**config.mk**
```make
export PLATFORM = sky130hd
export DESIGN_NAME = gray_code_counter
export DESIGN_NICKNAME = d
export VERILOG_FILES = /design/src/rtl/gray_code_counter.sv
export SDC_FILE = /design/constraint.sdc
export NUM_CORES = 1
export LEC_CHECK = 0
export CORE_MARGIN = 5
export CORE_UTILIZATION = 35
export CTS_CLUSTER_SIZE = 10
export DETAILED_ROUTE_END_ITERATION = 10
export GPL_TIMING_DRIVEN = 0
export REMOVE_ABC_BUFFERS = 1
export SETUP_SLACK_MARGIN = 0.2
export SLEW_MARGIN = 20
export SYNTH_ARGS = -nofsm -noshare
export SYNTH_HDL_FRONTEND = slang
export SYNTH_SLANG_ARGS = --single-unit
```
**constraint.sdc**
```tcl
create_clock -name clk -period 6.3 [get_ports clk]
set_clock_uncertainty 0.2 [all_clocks]
set_input_delay 1.89 -clock clk [delete_from_list [all_inputs] [get_ports clk]]
set_output_delay 1.89 -clock clk [all_outputs]
set_load 0.01 [all_outputs]
```
**src/rtl/gray_code_counter.sv**
```systemverilog
// Up/down counter with a registered Gray-coded output, parallel Gray load, terminal-count and change/wrap strobes.
// One cycle from en/load to new g; the counter always accepts a request, so there is no backpressure.
module gray_code_counter #(
  parameter int WIDTH = 4
) (
  input  logic             clk,
  input  logic             rst,
  input  logic             en,
  input  logic             up,
  input  logic             load,
  input  logic [WIDTH-1:0] load_g,
  output logic [WIDTH-1:0] g,
  output logic             tc,
  output logic             chg,
  output logic             wrap
);

  localparam logic [WIDTH-1:0] ONE      = {{(WIDTH-1){1'b0}}, 1'b1};
  localparam logic [WIDTH-1:0] ALL_ONES = {WIDTH{1'b1}};
  localparam logic [WIDTH-1:0] ZERO     = {WIDTH{1'b0}};

  logic [WIDTH-1:0] bcnt;
  logic [WIDTH-1:0] bcnt_nxt;
  logic [WIDTH-1:0] g_nxt;
  logic [WIDTH-1:0] load_bin;
  logic             chg_nxt;
  logic             wrap_nxt;
  logic             at_end;

  // Each binary bit is the XOR of all Gray bits at and above it, accumulated from the MSB down.
  function automatic logic [WIDTH-1:0] gray_to_bin(input logic [WIDTH-1:0] x);
    logic [WIDTH-1:0] b;
    b = ZERO;
    b[WIDTH-1] = x[WIDTH-1];
    for (int i = WIDTH - 2; i >= 0; i--) begin
      b[i] = b[i+1] ^ x[i];
    end
    return b;
  endfunction

  function automatic logic [WIDTH-1:0] bin_to_gray(input logic [WIDTH-1:0] b);
    return b ^ (b >> 1);
  endfunction

  assign load_bin = gray_to_bin(load_g);

  // The step about to be taken in the current direction crosses the modulus boundary.
  assign at_end = up ? (bcnt == ALL_ONES) : (bcnt == ZERO);
  assign tc     = en & ~load & at_end;

  always_comb begin
    bcnt_nxt = bcnt;
    g_nxt    = g;
    chg_nxt  = 1'b0;
    wrap_nxt = 1'b0;
    if (load) begin
      bcnt_nxt = load_bin;
      g_nxt    = load_g;
      chg_nxt  = (load_g != g);
    end else if (en) begin
      bcnt_nxt = up ? (bcnt + ONE) : (bcnt - ONE);
      g_nxt    = bin_to_gray(bcnt_nxt);
      chg_nxt  = 1'b1;
      wrap_nxt = at_end;
    end
  end

  always_ff @(posedge clk) begin
    if (rst) begin
      bcnt <= ZERO;
      g    <= ZERO;
      chg  <= 1'b0;
      wrap <= 1'b0;
    end else begin
      bcnt <= bcnt_nxt;
      g    <= g_nxt;
      chg  <= chg_nxt;
      wrap <= wrap_nxt;
    end
  end

endmodule

```
=== Word-level counts from Yosys, hierarchy flattened ===
Cells that the tools add are included.
W data, S select, Z words.

* Flip-flop bits (word level): 10
* Output and inout port bits: 7
* Logic and storage cells: 27

* Bitwise gates (word level): 8
* Multiplexer cells: 8
* $add $sub $neg: 2
* Reductions and logical operators: 3
* Equal/unequal tests: 2

{| class="wikitable"
|+ Operators by type and width
! operator !! count
|-
| $mux W4 || 5
|-
| $add A4 B1 Y4 const B || 1
|-
| $eq A4 B4 Y1 const B || 1
|-
| $logic_not A4 Y1 || 1
|-
| $ne A4 B4 Y1 || 1
|-
| $sub A4 B1 Y4 const B || 1
|-
| $xor A4 B3 Y4 || 1
|-
| $mux W1 || 3
|-
| $reduce_or A3 Y1 || 1
|-
| $xor A1 B1 Y1 || 3
|-
| $and A1 B1 Y1 || 2
|-
| $not A1 Y1 || 2
|-
| $reduce_bool A2 Y1 || 1
|}

=== Longest topological paths before layout ===
Gate-level depths: netlist of the first run.

* Word-level depth: 5
* Gate-level depth with buffers: 7

=== Least setup slack after synthesis of the first run ===
No wires, ideal clock.

* Path type: input to output
* Start: input en
* End: output tc
* Data required time: 4210 ps
* Arrival time: 2286 ps
* Path slack: 1924 ps
* Cell stages on the path: 3
* Path buffers: 1
* Cells stage by stage: buf_4 -> nand2b_4 -> nor2_1

* Cells in the longest elaborated chain, start to end: 2

{| class="wikitable"
|+ Ends and longest elaborated chain
! element !! line !! RTL
|-
| start: declaration || 8 || <nowiki>input logic en,</nowiki>
|-
| $and A1 B1 Y1 (2 in series) || 49 || <nowiki>assign tc = en & ~load & at_end;</nowiki>
|-
| end: declaration || 13 || <nowiki>output logic tc,</nowiki>
|}

Every way passes these cells.

=== Worst setup path in the final report of the first run ===
* Start: input load
* End: output tc

* Cells in the longest elaborated chain, start to end: 3

{| class="wikitable"
|+ Ends and longest elaborated chain
! element !! line !! RTL
|-
| start: declaration || 10 || <nowiki>input logic load,</nowiki>
|-
| $not A1 Y1 || 49 ||
|-
| $and A1 B1 Y1 (2 in series) || 49 ||
|}

Every way passes these cells.

==> reports/qor.csv, run 1 <==
metric;value;unit
cp-end-kind;primary output;
cts_buffer_depth;2;
worst-r2r-cell-count;6;
core;1708;um2
area_delta_synth_final;29.09;%
r2r_setup_slack;4.13;ns
power_leakage;0.3027;nW
min_path_type;reg2reg;
finalWeightedCongestion;0.7409;
antenna_left;0;
arrival;3.50;ns
worstSkewPairLatency;0.25;ns
syn_area_per_cell;8.258;um2
ys_ff_latch;9;
grt_max_degree;17;
n_antenna_cell;0;
tightest_slew;0.5121;ns
tritoncts;yes;
firstDrtPassIters;3;
ios;16;
irDropWorstVdd;0.09620;mV
synth_edf_count;0;
overflow;0;
tns;0;ns
synth_ff_type;dfxtp_1;
cts.clk_slew.worst_paths;0.06;ns
dr_wl_met3;25;um
crit_buf_inv;2;
maxUsedRoutingLayer;met4;
synthArstFlopShare;0;
grt_pass1_wl;2173;um
netlist_area;619.3;um2
final.min_clock_period;5.593;ns
hpwlAfterDp;1027;um
worstSetupStartpointType;input pin;
antenna_found_initial;0;
synth_area_leaders;dfxtp_1 (29%), xnor2_1 (9.9%), xor2_1 (8.5%), a21oi_1 (8.1%), a211oi_1 (6.1%);
synth_top_area_frac;0.2909;
final_util;0.4681;
period_share;0.8878;
run_status;complete, no violations;
synth_area_leader_cell;dfxtp_1;
max_freq;0.1788;GHz
met2WireLength;615;um
nNetsFinal;102;
cpMostUsedCell;clkdlybuf4s50_1;
routed_via_density;4.772;
cts_resized;0;
cp_slowest_stage_delay;0.67;ns
yosysMostFrequentCell;a21oi_1;
finalHoldViolations;0;
finalSetupViolCount;0;
die-area;2711;um2
synth_cells;75;
critical_path_required;4.21;ns
routed_wl;1273;um
synth_seq_area_share;0.2909;
stdcell_area;799.5;um2
path_max_fanout;16;
die-height;52.07;um
track_usage;0.1106;
drc;0;
min_to;g[1]$_SDFFE_PP0P_;
hold_ws;0.3821;ns
min_path_cells;2;
crit_family;buffers and inverters;
slew_viol_final;0;
num_rows;15;
hold_buffers;0;
yosysUniqueCellTypes;26;
slew_headroom;0.6575;
htree_num_levels;1;
vias;544;
wl_met1;595;um
timing.rr.start;bcnt[0]$_SDFFE_PP0P_;
synthTopCellsByCount;a21oi_1 (10), dfxtp_1 (9), nor2_1 (8);
slowest_stage;clkdlybuf4s50_1;
start_util;0.3626;
worstSetupPathType;in2out;
cp.depth;4;
numCtsBuffers;3;
grt_pass1_vias;523;
r2r-end;g[2]$_SDFFE_PP0P_;
crit_chain;clkdlybuf4s50_1 > nand2b_4 > nor2_1 > clkdlybuf4s50_1;
port_buffers;15;
dr.first_iter.drc_count;11;
maxCapViolCount;0;
die_w;52.07;um
post_dp_cell_area;773.2;um2
post_cts_buffers;0;
numClockSinks;9;
routedWlPerCell;11.17;um
power_density;213.7;nW/um2
rsz0062_at_grt;no;
min_from;g[1]$_SDFFE_PP0P_;
yosys_warnings;0;
clock-root-buffer;clkbuf_4;
drive_above_1_share;0.04494;
[logic make-up after synthesis]
logic type,share of synthesized area
simple gates,0.1758
xor+xnor,0.1838
compound gates,0.2020
fa+ha+maj,0.07272
buf+inv,0.07474
flops,0.2909
[worst max path at each step]
stage,start,slack [ns],end
detailed placement,load,0.70,tc
global route,load,0.61,tc
global placement,load,0.71,tc
finish,load,0.71,tc
floorplan,up,1.95,tc
CTS,load,0.70,tc
[sequential cells by signal (all words and copies together), names as in the netlist]
signal	cells
bcnt	3
wrap	1
chg	1
g	4
[metal layers]
layer | vias to the layer above | track usage
met5 | - | 0
met4 | 0 | 0.09170
met3 | 4 | 0.01719
met2 | 8 | 0.1862
li1 | 289 | -
met1 | 243 | 0.1202
[layout by cell type, fill, tap and decap left out, types with 3 or more instances in the layout]
master	n
a211oi_1	5
a21oi_1	10
clkbuf_4	3
clkdlybuf4s50_1	15
dfxtp_1	9
inv_1	5
nor2_1	8
xnor2_1	7
xor2_1	6
[stage by stage]
stage	setup WS, ns	power [mW]	std cells
after floorplan	1.950	0.1070	70
after global placement	0.7144	0.1294	110
after detailed placement	0.6977	0.1300	110
after CTS	0.6978	0.1739	114
after global routing	0.6147	0.1860	114
final	0.7071	0.1709	114
[worst register-to-register path, cell delays in order, from the launching register on]
cell      delay (ns)
dfxtp_1         0.45
inv_1           0.10
fa_1            0.45
xor2_1          0.19
or3_1           0.30
or3_1           0.30
o211ai_1        0.10
[power breakdown]
part	internal, mW	total, mW	switching, mW	leakage (nW)
combinational	0.0314	0.0597	0.0283	0.213
clock	0.0243	0.0427	0.0184	0.0150
sequential	0.0625	0.0685	0.00605	0.0747
total	0.118	0.171	0.0528	0.303
[final cells by class]
type / instances / area, um2
inverter: 5 / 18.77
sequential: 9 / 180.2
fill: 173 / 908.4
tap: 25 / 31.28
timing repair buffer: 15 / 150.1
clock buffer: 4 / 26.28
multi-input combinational: 56 / 392.9
Note: power is estimated with default switching activity, not from simulation.
==> run 2: changes to the inputs <==
--- a/config.mk
+++ b/config.mk
@@ -5,11 +5,12 @@
 export SDC_FILE = /design/constraint.sdc
 export NUM_CORES = 1
 export LEC_CHECK = 0
-export CORE_MARGIN = 5
-export CORE_UTILIZATION = 35
+export CORE_AREA = 5 5 42 44
 export CTS_CLUSTER_SIZE = 10
 export DETAILED_ROUTE_END_ITERATION = 10
+export DIE_AREA = 0 0 47 49
 export GPL_TIMING_DRIVEN = 0
+export PLACE_DENSITY = 0.77
 export REMOVE_ABC_BUFFERS = 1
 export SETUP_SLACK_MARGIN = 0.2
 export SLEW_MARGIN = 20
==> constraint.sdc (replaced) <==
create_clock -name clk -period 6.8 [get_ports clk]
set_clock_uncertainty 0.2 [all_clocks]
set_input_delay 2.04 -clock clk [delete_from_list [all_inputs] [get_ports clk]]
set_output_delay 2.04 -clock clk [all_outputs]
set_load 0.01 [all_outputs]
==> run 2 against run 1 <==
Compared with the run above:
- worst setup slack better by 0.19 ns
- largest cell class unchanged
- final cell count decreased by 7.9%
- via count grew 1.3%
- highest routed layer is now met3
- global-route usage up 2.3 points
- critical path type unchanged
- combinational power decreased by 6.4%
==> reports/qor.csv, run 2 (same netlist as run 1, synthesis figures left out) <==
metric;value;unit;change
final_common_cell;clkdlybuf4s50_1;;unchanged
max_freq;0.1693;GHz;
cp-end-kind;primary output;;unchanged
ios;16;;unchanged
slowest_stage;clkdlybuf4s50_1;;unchanged
min_path_type;reg2reg;;unchanged
r2r_setup_slack;4.63;ns;was 4.13 ns
worstSetupPathType;in2out;;unchanged
cpMostUsedCell;clkdlybuf4s50_1;;unchanged
vias;551;;was 544
irDropWorstVdd;0.08154;mV;was 0.09620 mV
largest_reg_flops;4;;unchanged
hold_ws;0.3938;ns;was 0.3821 ns
grt_pass1_vias;526;;was 523
routed_wl;1365;um;was 1273 um
grt_max_degree;17;;unchanged
num_rows;14;;was 15
multi_input_area;392.9;um2;unchanged
routedWlPerCell;13.00;um;was 11.17 um
grt_pass1_wl;2318;um;was 2173 um
final_util;0.5625;;was 0.4681
path_max_fanout;16;;unchanged
die-area;2303;um2;was 2711 um2
n_antenna_cell;0;;unchanged
area_delta_synth_final;27.27;%;was 29.09%
crit_family;buffers and inverters;;unchanged
critical_path_required;4.56;ns;was 4.21 ns
antenna_found_initial;0;;unchanged
hpwlAfterDp;1050;um;was 1027 um
final_cell_mix;clkdlybuf4s50_1 (15), a21oi_1 (10), dfxtp_1 (9);;unchanged
core;1401;um2;was 1708 um2
nFillCells;136;;was 173
crit_chain;clkdlybuf4s50_1 > nand2b_4 > nor2_1 > clkdlybuf4s50_1;;unchanged
worstSkewPairLatency;0.26;ns;was 0.25 ns
numClockSinks;9;;unchanged
slew_viol_final;0;;unchanged
final.min_clock_period;5.906;ns;
die-height;49;um;was 52.07 um
worstSetupStartpointType;input pin;;unchanged
hold_buffers;0;;unchanged
run_status;complete, no violations;;unchanged
cp_slowest_stage_delay;0.67;ns;about the same
finalSetupViolCount;0;;unchanged
power_leakage;0.3027;nW;unchanged
tritoncts;yes;;unchanged
period_share;0.8685;;
post-place-ws;0.8846;ns;was 0.6977 ns
finalWeightedCongestion;0.7821;;was 0.7409
slew_headroom;0.6503;;was 0.6575
power_density;205.1;nW/um2;was 213.7 nW/um2
nNetsFinal;102;;unchanged
htree_num_levels;1;;unchanged
cts_resized;0;;unchanged
cts.clk_slew.worst_paths;0.06;ns;about the same
post_cts_buffers;0;;unchanged
track_usage;0.1340;;was 0.1106
ff_latch_area;180.2;um2;unchanged
regMostFlops;g;;unchanged
routed_via_density;5.248;;was 4.772
largest_registers;g (4), bcnt (3);;unchanged
tightest_slew;0.5229;ns;was 0.5121 ns
overflow;0;;unchanged
crit_buf_inv;2;;unchanged
setup_ws;0.8944;ns;was 0.7071 ns
cts_buffer_depth;2;;unchanged
die_w;47;um;was 52.07 um
tns;0;ns;unchanged
port_buffers;15;;unchanged
clock-root-buffer;clkbuf_4;;unchanged
antenna_left;0;;unchanged
drc;0;;unchanged
numCtsBuffers;3;;unchanged
dr.first_iter.drc_count;7;;was 11
finalHoldViolations;0;;unchanged
rsz0062_at_grt;no;;unchanged
finalPower;0.1617;mW;was 0.1709 mW
firstDrtPassIters;4;;was 3
start_util;0.4420;;was 0.3626
maxCapViolCount;0;;unchanged
drive_above_1_share;0.04494;;unchanged
arrival;3.67;ns;was 3.50 ns
## run 2: cell counts in the layout (fill, tap and decap cells not counted)
Identical to the previous run, type by type.
## run 2: per-stage QoR
stage,cell area [um2],instances
after global placement,762.0,101
after global routing,788.3,105
final,788.3,105
after CTS,788.3,105
after detailed placement,762.0,101
after floorplan,591.8,70
## run 2: final cells by class
cell class	instances	area share
Tap cell	16	0.02540
Timing Repair Buffer	15	0.1905
Multi-Input combinational cell	56	0.4984
Inverter	5	0.02381
Sequential cell	9	0.2286
Clock buffer	4	0.03333
## run 2: worst reg2reg max path, stage by stage, from the launching register on
cell,delay [ns]
dfxtp_1,0.46
inv_1,0.10
fa_1,0.45
xor2_1,0.19
or3_1,0.30
or3_1,0.31
o211ai_1,0.09
## run 2: final timing paths
kind,cells past startpoint,endpoint,startpoint
worst max-delay path,4,tc,load
worst min register to register,2,g[1]$_SDFFE_PP0P_,g[1]$_SDFFE_PP0P_
worst min-delay path,2,g[1]$_SDFFE_PP0P_,g[1]$_SDFFE_PP0P_
worst max register to register,6,g[2]$_SDFFE_PP0P_,bcnt[0]$_SDFFE_PP0P_
## run 2: where the power goes
| part | internal, mW | switching (mW) | leakage [nW] |
|---|---|---|---|
| logic | 0.0290 | 0.0269 | 0.213 |
| registers | 0.0578 | 0.00575 | 0.0747 |
| clock network | 0.0226 | 0.0196 | 0.0150 |
| total | 0.109 | 0.0523 | 0.303 |
## run 2: layer usage
| metal | up-vias | global-route usage | share of wire | wire length [um] |
|---|---|---|---|---|
| met2 | 9 | 0.2195 | 0.50 | 681 |
| met5 | - | 0 | 0 | 0 |
| li1 | 289 | - | - | - |
| met3 | 0 | 0.01107 | 0.047 | 64 |
| met1 | 253 | 0.1722 | 0.45 | 618 |
| met4 | 0 | 0.05530 | 0 | 0 |
